## src/rtl/reg_dump_pkg.sv

```systemverilog
// Shared types and defaults for the register-dump streamer.
package reg_dump_pkg;

    typedef enum logic [1:0] {
        IDLE = 2'd0,
        HDR  = 2'd1,
        SEND = 2'd2
    } state_e;

    localparam logic [15:0] HDR_MAGIC = 16'hD0C5;

    localparam int unsigned NUM_REGS_DEF = 32;
    localparam int unsigned DATA_W_DEF   = 32;
    localparam int unsigned DROP_W_DEF   = 16;

endpackage

```

## src/rtl/reg_dump_streamer_if.sv

```systemverilog
// Valid/ready beat stream carrying one register word per beat.
interface reg_dump_streamer_if #(
    parameter int unsigned DATA_W = 32,
    parameter int unsigned IDX_W  = 5
) ();

    logic              out_valid;
    logic              out_ready;
    logic [DATA_W-1:0] out_data;
    logic [IDX_W-1:0]  out_index;
    logic              out_last;

    modport master (
        output out_valid,
        output out_data,
        output out_index,
        output out_last,
        input  out_ready
    );

    modport slave (
        input  out_valid,
        input  out_data,
        input  out_index,
        input  out_last,
        output out_ready
    );

endinterface

```

## src/rtl/reg_dump_snapshot.sv

```systemverilog
// Shadow register bank: loads the whole register file in one edge, read by index.
module reg_dump_snapshot #(
    parameter int unsigned NUM_REGS = 32,
    parameter int unsigned DATA_W   = 32,
    parameter int unsigned IDX_W    = 5
) (
    input  logic                       clk,
    input  logic                       rst,
    input  logic                       load,
    input  logic [NUM_REGS*DATA_W-1:0] regs_flat,
    input  logic [IDX_W-1:0]           rd_idx,
    output logic [DATA_W-1:0]          rd_data_c
);

    logic [DATA_W-1:0] bank_q [NUM_REGS];
    logic [DATA_W-1:0] bank_d [NUM_REGS];

    // Next bank contents: hold, or capture the full register file.
    always_comb begin
        bank_d = bank_q;
        if (load) begin
            for (int i = 0; i < int'(NUM_REGS); i++) begin
                bank_d[i] = regs_flat[i*DATA_W +: DATA_W];
            end
        end
    end

    // Bank storage.
    always_ff @(posedge clk or posedge rst) begin
        if (rst) begin
            for (int i = 0; i < int'(NUM_REGS); i++) begin
                bank_q[i] <= '0;
            end
        end else begin
            bank_q <= bank_d;
        end
    end

    assign rd_data_c = bank_q[rd_idx];

endmodule

```

## src/rtl/reg_dump_streamer.sv

```systemverilog
// Snapshots the register file on instruction_executed and streams it out
// one word per beat. Define DUMP_HEADER_EN to prepend a {magic, seq} header beat.
module reg_dump_streamer
    import reg_dump_pkg::*;
#(
    parameter int unsigned NUM_REGS = NUM_REGS_DEF,
    parameter int unsigned DATA_W   = DATA_W_DEF,
    parameter int unsigned DROP_W   = DROP_W_DEF
) (
    input  logic                       clk,
    input  logic                       rst,
    input  logic                       instruction_executed,
    input  logic [NUM_REGS*DATA_W-1:0] regs_flat,
    reg_dump_streamer_if.master        out_if,
    output logic                       busy,
    output logic [DROP_W-1:0]          dropped_cnt
);

    localparam int unsigned      IDX_W    = (NUM_REGS > 1) ? $clog2(NUM_REGS) : 1;
    localparam logic [IDX_W-1:0] LAST_IDX = IDX_W'(NUM_REGS - 1);

    state_e            state_q, state_d;
    logic [IDX_W-1:0]  idx_q, idx_d;
    logic              valid_q, valid_d;
    logic              last_q, last_d;
    logic [DATA_W-1:0] data_q, data_d;
    logic              busy_q, busy_d;
    logic [DROP_W-1:0] drop_q, drop_d;
`ifdef DUMP_HEADER_EN
    logic [DROP_W-1:0] seq_q, seq_d;
`endif

    logic              hs_c;
    logic              accept_c;
    logic              drop_c;
    logic              load_c;
    logic [IDX_W-1:0]  rd_idx_c;
    logic [DATA_W-1:0] rd_data_c;

    assign hs_c = valid_q && out_if.out_ready;

    // Index of the beat that follows a handshake in the current state.
    assign rd_idx_c = (state_q == SEND) ? idx_q + IDX_W'(1) : '0;

    reg_dump_snapshot #(
        .NUM_REGS (NUM_REGS),
        .DATA_W   (DATA_W),
        .IDX_W    (IDX_W)
    ) u_snapshot (
        .clk       (clk),
        .rst       (rst),
        .load      (load_c),
        .regs_flat (regs_flat),
        .rd_idx    (rd_idx_c),
        .rd_data_c (rd_data_c)
    );

    // Next state, beat registers, capture/drop decisions.
    always_comb begin
        state_d  = state_q;
        idx_d    = idx_q;
        valid_d  = valid_q;
        last_d   = last_q;
        data_d   = data_q;
        drop_d   = drop_q;
        accept_c = 1'b0;
        drop_c   = 1'b0;
        load_c   = 1'b0;
`ifdef DUMP_HEADER_EN
        seq_d    = seq_q;
`endif

        case (state_q)
            IDLE: begin
                accept_c = instruction_executed;
            end
            HDR: begin
                drop_c = instruction_executed;
                if (hs_c) begin
                    state_d = SEND;
                    idx_d   = rd_idx_c;
                    data_d  = rd_data_c;
                    last_d  = (rd_idx_c == LAST_IDX);
                end
            end
            SEND: begin
                if (hs_c && (idx_q == LAST_IDX)) begin
                    // Final beat: a request on this edge chains straight into a new dump.
                    accept_c = instruction_executed;
                    if (!instruction_executed) begin
                        state_d = IDLE;
                        valid_d = 1'b0;
                        last_d  = 1'b0;
                        idx_d   = '0;
                    end
                end else begin
                    drop_c = instruction_executed;
                    if (hs_c) begin
                        idx_d  = rd_idx_c;
                        data_d = rd_data_c;
                        last_d = (rd_idx_c == LAST_IDX);
                    end
                end
            end
            default: begin
                state_d = IDLE;
                valid_d = 1'b0;
            end
        endcase

        if (accept_c) begin
            load_c  = 1'b1;
            idx_d   = '0;
            valid_d = 1'b1;
`ifdef DUMP_HEADER_EN
            seq_d   = seq_q + DROP_W'(1);
            state_d = HDR;
            data_d  = DATA_W'({HDR_MAGIC, seq_d});
            last_d  = 1'b0;
`else
            state_d = SEND;
            data_d  = regs_flat[DATA_W-1:0];
            last_d  = (LAST_IDX == '0);
`endif
        end

        if (drop_c && (drop_q != '1)) begin
            drop_d = drop_q + DROP_W'(1);
        end

        busy_d = (state_d != IDLE);
    end

    // State and output registers.
    always_ff @(posedge clk or posedge rst) begin
        if (rst) begin
            state_q <= IDLE;
            idx_q   <= '0;
            valid_q <= 1'b0;
            last_q  <= 1'b0;
            data_q  <= '0;
            busy_q  <= 1'b0;
            drop_q  <= '0;
`ifdef DUMP_HEADER_EN
            seq_q   <= '0;
`endif
        end else begin
            state_q <= state_d;
            idx_q   <= idx_d;
            valid_q <= valid_d;
            last_q  <= last_d;
            data_q  <= data_d;
            busy_q  <= busy_d;
            drop_q  <= drop_d;
`ifdef DUMP_HEADER_EN
            seq_q   <= seq_d;
`endif
        end
    end

    assign out_if.out_valid = valid_q;
    assign out_if.out_data  = data_q;
    assign out_if.out_index = idx_q;
    assign out_if.out_last  = last_q;
    assign busy             = busy_q;
    assign dropped_cnt      = drop_q;

endmodule

```

## src/flat_wrapper.sv

```systemverilog
// flat-port wrapper written by rule: the top's interface ports become plain ports
module reg_dump_streamer_flat import reg_dump_pkg::*;
#(
    parameter int unsigned NUM_REGS = NUM_REGS_DEF,
    parameter int unsigned DATA_W   = DATA_W_DEF,
    parameter int unsigned DROP_W   = DROP_W_DEF
)
  (clk, rst, instruction_executed, regs_flat, busy, dropped_cnt, out_if_out_valid, out_if_out_data, out_if_out_index, out_if_out_last, out_if_out_ready);
  reg_dump_streamer_if #(.DATA_W(DATA_W), .IDX_W((5))) out_if_i ();
  input  logic clk;
  input  logic rst;
  input  logic instruction_executed;
  input  logic [NUM_REGS*DATA_W-1:0] regs_flat;
  output logic busy;
  output logic [DROP_W-1:0] dropped_cnt;
  output wire logic [$bits(out_if_i.out_valid)-1:0] out_if_out_valid;
  output wire logic [$bits(out_if_i.out_data)-1:0] out_if_out_data;
  output wire logic [$bits(out_if_i.out_index)-1:0] out_if_out_index;
  output wire logic [$bits(out_if_i.out_last)-1:0] out_if_out_last;
  input wire logic [$bits(out_if_i.out_ready)-1:0] out_if_out_ready;
  assign out_if_out_valid = out_if_i.out_valid;
  assign out_if_out_data = out_if_i.out_data;
  assign out_if_out_index = out_if_i.out_index;
  assign out_if_out_last = out_if_i.out_last;
  assign out_if_i.out_ready = out_if_out_ready;
  reg_dump_streamer #(.NUM_REGS(NUM_REGS), .DATA_W(DATA_W), .DROP_W(DROP_W)) u_core (.clk(clk), .rst(rst), .instruction_executed(instruction_executed), .regs_flat(regs_flat), .out_if(out_if_i), .busy(busy), .dropped_cnt(dropped_cnt));
endmodule
```

## config.mk

```make
export PLATFORM = sky130hd
export DESIGN_NAME = reg_dump_streamer_flat
export DESIGN_NICKNAME = d
export VERILOG_FILES = /design/src/rtl/reg_dump_pkg.sv /design/src/rtl/reg_dump_streamer_if.sv /design/src/rtl/reg_dump_snapshot.sv /design/src/rtl/reg_dump_streamer.sv /design/src/flat_wrapper.sv
export SDC_FILE = /design/constraint.sdc
export NUM_CORES = 2
export LEC_CHECK = 0
export ABC_AREA = 1
export CAP_MARGIN = 20
export CORE_AREA = 4 4 423 425
export CTS_CLUSTER_DIAMETER = 80
export DETAILED_ROUTE_END_ITERATION = 8
export DIE_AREA = 0 0 427 429
export DONT_BUFFER_PORTS = 1
export PLACE_DENSITY_LB_ADDON = 0.05
export SLEW_MARGIN = 20
export SYNTH_ARGS = -nofsm -noshare
export SYNTH_HDL_FRONTEND = slang
export SYNTH_SLANG_ARGS = --single-unit
```

## constraint.sdc

```tcl
create_clock -name clk -period 51.3 [get_ports clk]
set_clock_uncertainty 0.05 [all_clocks]
set_input_delay 10.26 -clock clk [delete_from_list [all_inputs] [get_ports clk]]
set_output_delay 10.26 -clock clk [all_outputs]
set_load 0.1 [all_outputs]
```

; Word-level counts from Yosys, hierarchy flattened
; Cells that the tools add are included.
[totals]
input_bits = 1028
wordCells = 94
regBits = 1082
out_inout_bits = 56
[op_classes]
eq_ne = 10
add_sub_neg = 2
n_reduce_logical = 10
mux = 31
bitwise = 1
magnitude_cmp = 1
[ops]
columns = op, count
row1 = binary-select mux 32 bit (select 5 bit), 1
row2 = 2-to-1 mux 32 bit, 5
row3 = one-hot mux 32 bit (2 select lines), 1
row4 = 2-to-1 mux 5 bit, 5
row5 = adder 16 x 1 -> 16 bit (second input constant), 1
row6 = != test 16 bit (second input constant), 1
row7 = equality test 5 bit (second input constant), 2
row8 = one-hot mux 5 bit (2 select lines), 1
row9 = 2-to-1 mux 1 bit, 9
row10 = != test 3 x 2 -> 1 bit (second input constant), 3
row11 = 2-to-1 mux 2 bit, 4
row12 = one-hot mux 1 bit (2 select lines), 4
row13 = >= comparator 6 bit (second input constant), 1
row14 = inverter 5 -> 6 bit, 1
row15 = one-hot mux 2 bit (3 select lines), 1
row16 = adder 5 x 1 -> 5 bit (second input constant), 1
row17 = != test 4 x 3 -> 1 bit (second input constant), 1
row18 = AND reduction 2 bit, 2
row19 = logical AND 1 bit, 3
row20 = AND reduction 3 bit, 1
row21 = nonzero test 3 bit, 1
row22 = equality test 2 x 1 -> 1 bit (second input constant), 1
row23 = equality test 2 bit (second input constant), 1
row24 = zero test 2 bit, 1
row25 = other kinds (3), 3

; Depth between registers and ports, before layout
[depth]
ltp_word = 10
ltp_mapped = 17
mapped_depth_nobuf = 14

; Cells and area by module
; From an unflattened synthesis, not the netlist that was laid out.
[unflattened]
hier_cells = 5107
area_unflattened_um2 = 52167.5
[by_module_without_submodules]
columns = module, seq_area_each_um2, instances, area_per_inst_um2, cells_each
row1 = reg_dump_snapshot, 25624.6, 1, 48525.3, 4594
row2 = reg_dump_streamer, 1451.4, 1, 3642.2, 513

; Worst setup path before layout
; Ideal clock, no wire load.
[synth_path]
kind = input port to flip-flop
from = input out_if_out_ready
to = register u_core.u_snapshot.bank_q[262] (netlist name)
path_buffers = 3
t_arrival_ns = 11.426
setup_time_ns = 0.130
cell_stages = 10
t_required_ns = 51.120
slack_ns = 39.694
cell_sequence = nand2_1 > nor2_1 > nand2_1 > nand2_1 > nand2_1 > inv_2 > buf_2 > buf_2 > clkbuf_1 > o21ai_0
[synth_via]
elab_chain_len = 5
[synth_rtl]
columns = item, line_no
row1 = from (decl), flat_wrapper.sv:20  ; input wire logic [$bits(out_if_i.out_ready)-1:0] out_if_out_ready;
row2 = logical AND 1 bit, reg_dump_streamer.sv:40  ; assign hs_c = valid_q && out_if.out_ready;
row3 = logical AND 1 bit, reg_dump_streamer.sv:87  ; if (hs_c && (idx_q == LAST_IDX)) begin
row4 = 2-to-1 mux 1 bit, reg_dump_streamer.sv:87
row5 = one-hot mux 1 bit (2 select lines), reg_dump_streamer.sv:73  ; case (state_q)
row6 = 2-to-1 mux 1 bit, reg_dump_streamer.sv:111  ; if (accept_c) begin
row7 = to (signal assigned), reg_dump_snapshot.sv:35  ; bank_q <= bank_d;
row8 = to (decl), reg_dump_snapshot.sv:15  ; logic [DATA_W-1:0] bank_q [NUM_REGS];
; No other way between the ends.
; A chain may end at the register's enable or synchronous reset.

==> impl_metrics.yaml <==
grt:
  grt_overflow: 0
  first_global_vias: 43237
  grt_max_degree: 243
  grt_pass1_wl_um: 331000
  antenna_found_initial: 115
  grt_usage_pct: 25.1
placement:
  detailed_place.area_um2: 52700
  place_congestion: 0.830
  io_buffer_count: 0
  dp_hpwl_um: 167000
  post-place-ws_ps: 36060
routing:
  detail_route.wl_per_cell_um: 26.8
  wl_met3_um: 14600
  drtIter0Drc: 3487
  firstDrtPassIters: 7
  wl_met2_um: 115000
  met1_length_um: 97600
  vias: 43181
  antenna_left: 0
  via_per_inst: 4.91
  route.detailed.drc: 0
  totalWireLength_um: 236000
  top_layer: "met5"
logic_synthesis:
  async_reset_ff_share_pct: 100
  syn-num-nets: 7543
  synth_cells: 6508
  synth_ff_type: "dfrtp_1"
  synth-edff-count: 0
  ys_seq_elements: 1082
  yosysWarningCount: 0
  synth_cell_type_count: 29
  syn_area_um2: 51200
  synth.avg_cell_area_um2: 7.86
  ys_seq_area_share_pct: 52.9
critical_path:
  crit_chain: "inv_8, buf_4, buf_4, buf_4, buf_4, buf_4"
  startpoint: "rst"
  startpoint_type: "input pin"
  required_ps: 52070
  endpoint: "u_core.u_snapshot.bank_q[46]"
  crit_type: "in2async"
  cpMostUsedCell: "buf_4"
  critPathSlowestCell: "buf_4"
  reg2reg_slack_ps: 45440
  r2r_cells: 14
  rr_startpoint: "u_core.out_if.out_index[0]"
  max_stage_delay_ps: 820
  arrival_ps: 14860
  worstPathMaxFanout: 102
  r2r-end: "u_core.u_snapshot.bank_q[526]"
  worst_setup_path_end_kind: "async pin"
floorplanning:
  initial_core_util_pct: 29.2
  io_pins: 1084
  num_rows: 154
  die-area_um2: 183000
  dieWidth_um: 427
  die_h_um: 429
  core_um2: 175000
layout:
  drive_gt1_share_pct: 4.61
  fill_cells: 19062
  fin_nets: 7301
  multiInputGateArea_um2: 19400
  area_growth_pct: 12.2
  regArea_um2: 27100
  postLayoutCellArea_um2: 57400
timing:
  finalHoldViolCount: 0
  final.period_utilization_pct: 27.5
  setup_tns_ps: 0
  slew_headroom_pct: 21.3
  rsz0062_at_grt: "no"
  finalSetupViolations: 0
  tightest_slew_ps: 1180
  fin_ws_ps: 37220
  fmax_ghz: 0.0710
  slew_violations: 0
  layout_min_cycle_time_ps: 14080
job:
  maxCapViolCount: 0
clock_tree:
  clk_pin_slew_worst_paths_ps: 50
  cts_sinks: 1082
  ctsHoldBuffers: 0
  htreeDepth: 4
  clk_latency_ps: 790
  cts_buffers: 141
  post_cts.repair.setup_buffers: 0
  cts_tree: "yes"
  cts_buffer_depth: 3
  cts_resized: 0
  cts-root-buf: "clkbuf_16"
worst_hold_path:
  min_from: "u_core.u_snapshot.bank_q[78]"
  min_path_type: "reg2reg"
status:
  status: "finished, final reports clean"
pwr:
  ir_drop_mv: 0.0494
  power_leakage_nw: 27.5
  p_per_area_nw_per_um2: 76.9
sequential cells by signal (all words and copies together), names as in the netlist:
| signal | cells |
|---|---|
| u_core.out_if.out_index | 5 |
| u_core.dropped_cnt | 16 |
| u_core.state_q | 2 |
| u_core.u_snapshot.bank_q | 1024 |
| u_core.out_if.out_last | 1 |
| u_core.out_if.out_valid | 1 |
| u_core.out_if.out_data | 32 |
| u_core.busy | 1 |
how the worst min path moves through the flow:
stage                                          endpoint  slack, ps  depth (start not counted)
final                      u_core.u_snapshot.bank_q[78]        420                          2
after global routing      u_core.u_snapshot.bank_q[599]        440                          2
after CTS                 u_core.u_snapshot.bank_q[730]        420                          2
after detailed placement   u_core.u_snapshot.bank_q[75]        410                          2
after global placement    u_core.u_snapshot.bank_q[854]        410                          2
after floorplan           u_core.u_snapshot.bank_q[159]        390                          2
synth_stat cells (7+ instances only):
master | count | area (um2)
a21oi_1 | 17 | 85.1
o21ai_0 | 746 | 3730
clkbuf_1 | 138 | 518
buf_4 | 16 | 120
xnor2_1 | 7 | 61.3
inv_1 | 681 | 2560
nand2_1 | 2493 | 9360
xor2_1 | 8 | 70.1
dfrtp_1 | 1082 | 27100
nand3_1 | 579 | 2900
o211ai_1 | 378 | 2840
nor2_1 | 28 | 105
buf_1 | 17 | 63.8
ha_1 | 7 | 87.6
buf_2 | 283 | 1420
layout make-up:
class	count	share of cell area, %
repair buffers	70	1.15
well taps	2340	5.10
clock buffers	218	7.28
multi-input cells	4284	33.9
inverters	687	4.56
clock inverters	32	0.575
flip-flops and latches	1082	47.2
diodes	74	0.322
critical path, delay by kind of cell:
family | cells | cell delay [ps]
buffers and inverters | 6 | 4360
cells in the final DEF, fill, tap and decap left out, types with 8 or more instances in the layout:
cell type / count
a21oi_1: 17
buf_12: 11
buf_4: 58
clkbuf_1: 45
clkbuf_16: 145
clkbuf_8: 28
clkinv_2: 16
dfrtp_1: 1081
diode_2: 74
inv_1: 680
nand2_1: 2491
nand3_1: 578
nor2_1: 27
o211ai_1: 378
o21ai_0: 746
xor2_1: 8
metal layers:
| metal | vias up | global-route usage, % |
|---|---|---|
| met5 | - | 0 |
| met4 | 26 | 9.96 |
| met3 | 341 | 5.95 |
| met2 | 1239 | 41.9 |
| met1 | 21214 | 31.2 |
| li1 | 20361 | - |
power breakdown:
group	internal, mW	switching, mW	leakage [nW]
clock	0.573	0.409	2.21
sequential	1.25	0.273	13.4
combinational	0.511	1.40	12.0
cell families after synthesis:
| family | synth area share [%] |
|---|---|
| AND/OR/NAND/NOR | 24.3 |
| flip-flops | 52.9 |
| XOR/XNOR | 0.257 |
| buffers and inverters | 9.20 |
| adder cells (fa/ha/maj) | 0.171 |
| AO/OA/AOI/OAI | 13.1 |
per-stage QoR:
stage                     hold WS (ps)  util (%)  power (mW)  instances
after floorplan                    394         -        2.76       6508
after global placement             407      30.1        3.45       8461
after detailed placement           410      30.1        3.47       8463
after CTS                          425      32.6        4.48       8713
after global routing               440      32.7        4.75       8762
final                              420      32.8        4.42       8787
Power figures use the tool's default switching activity.
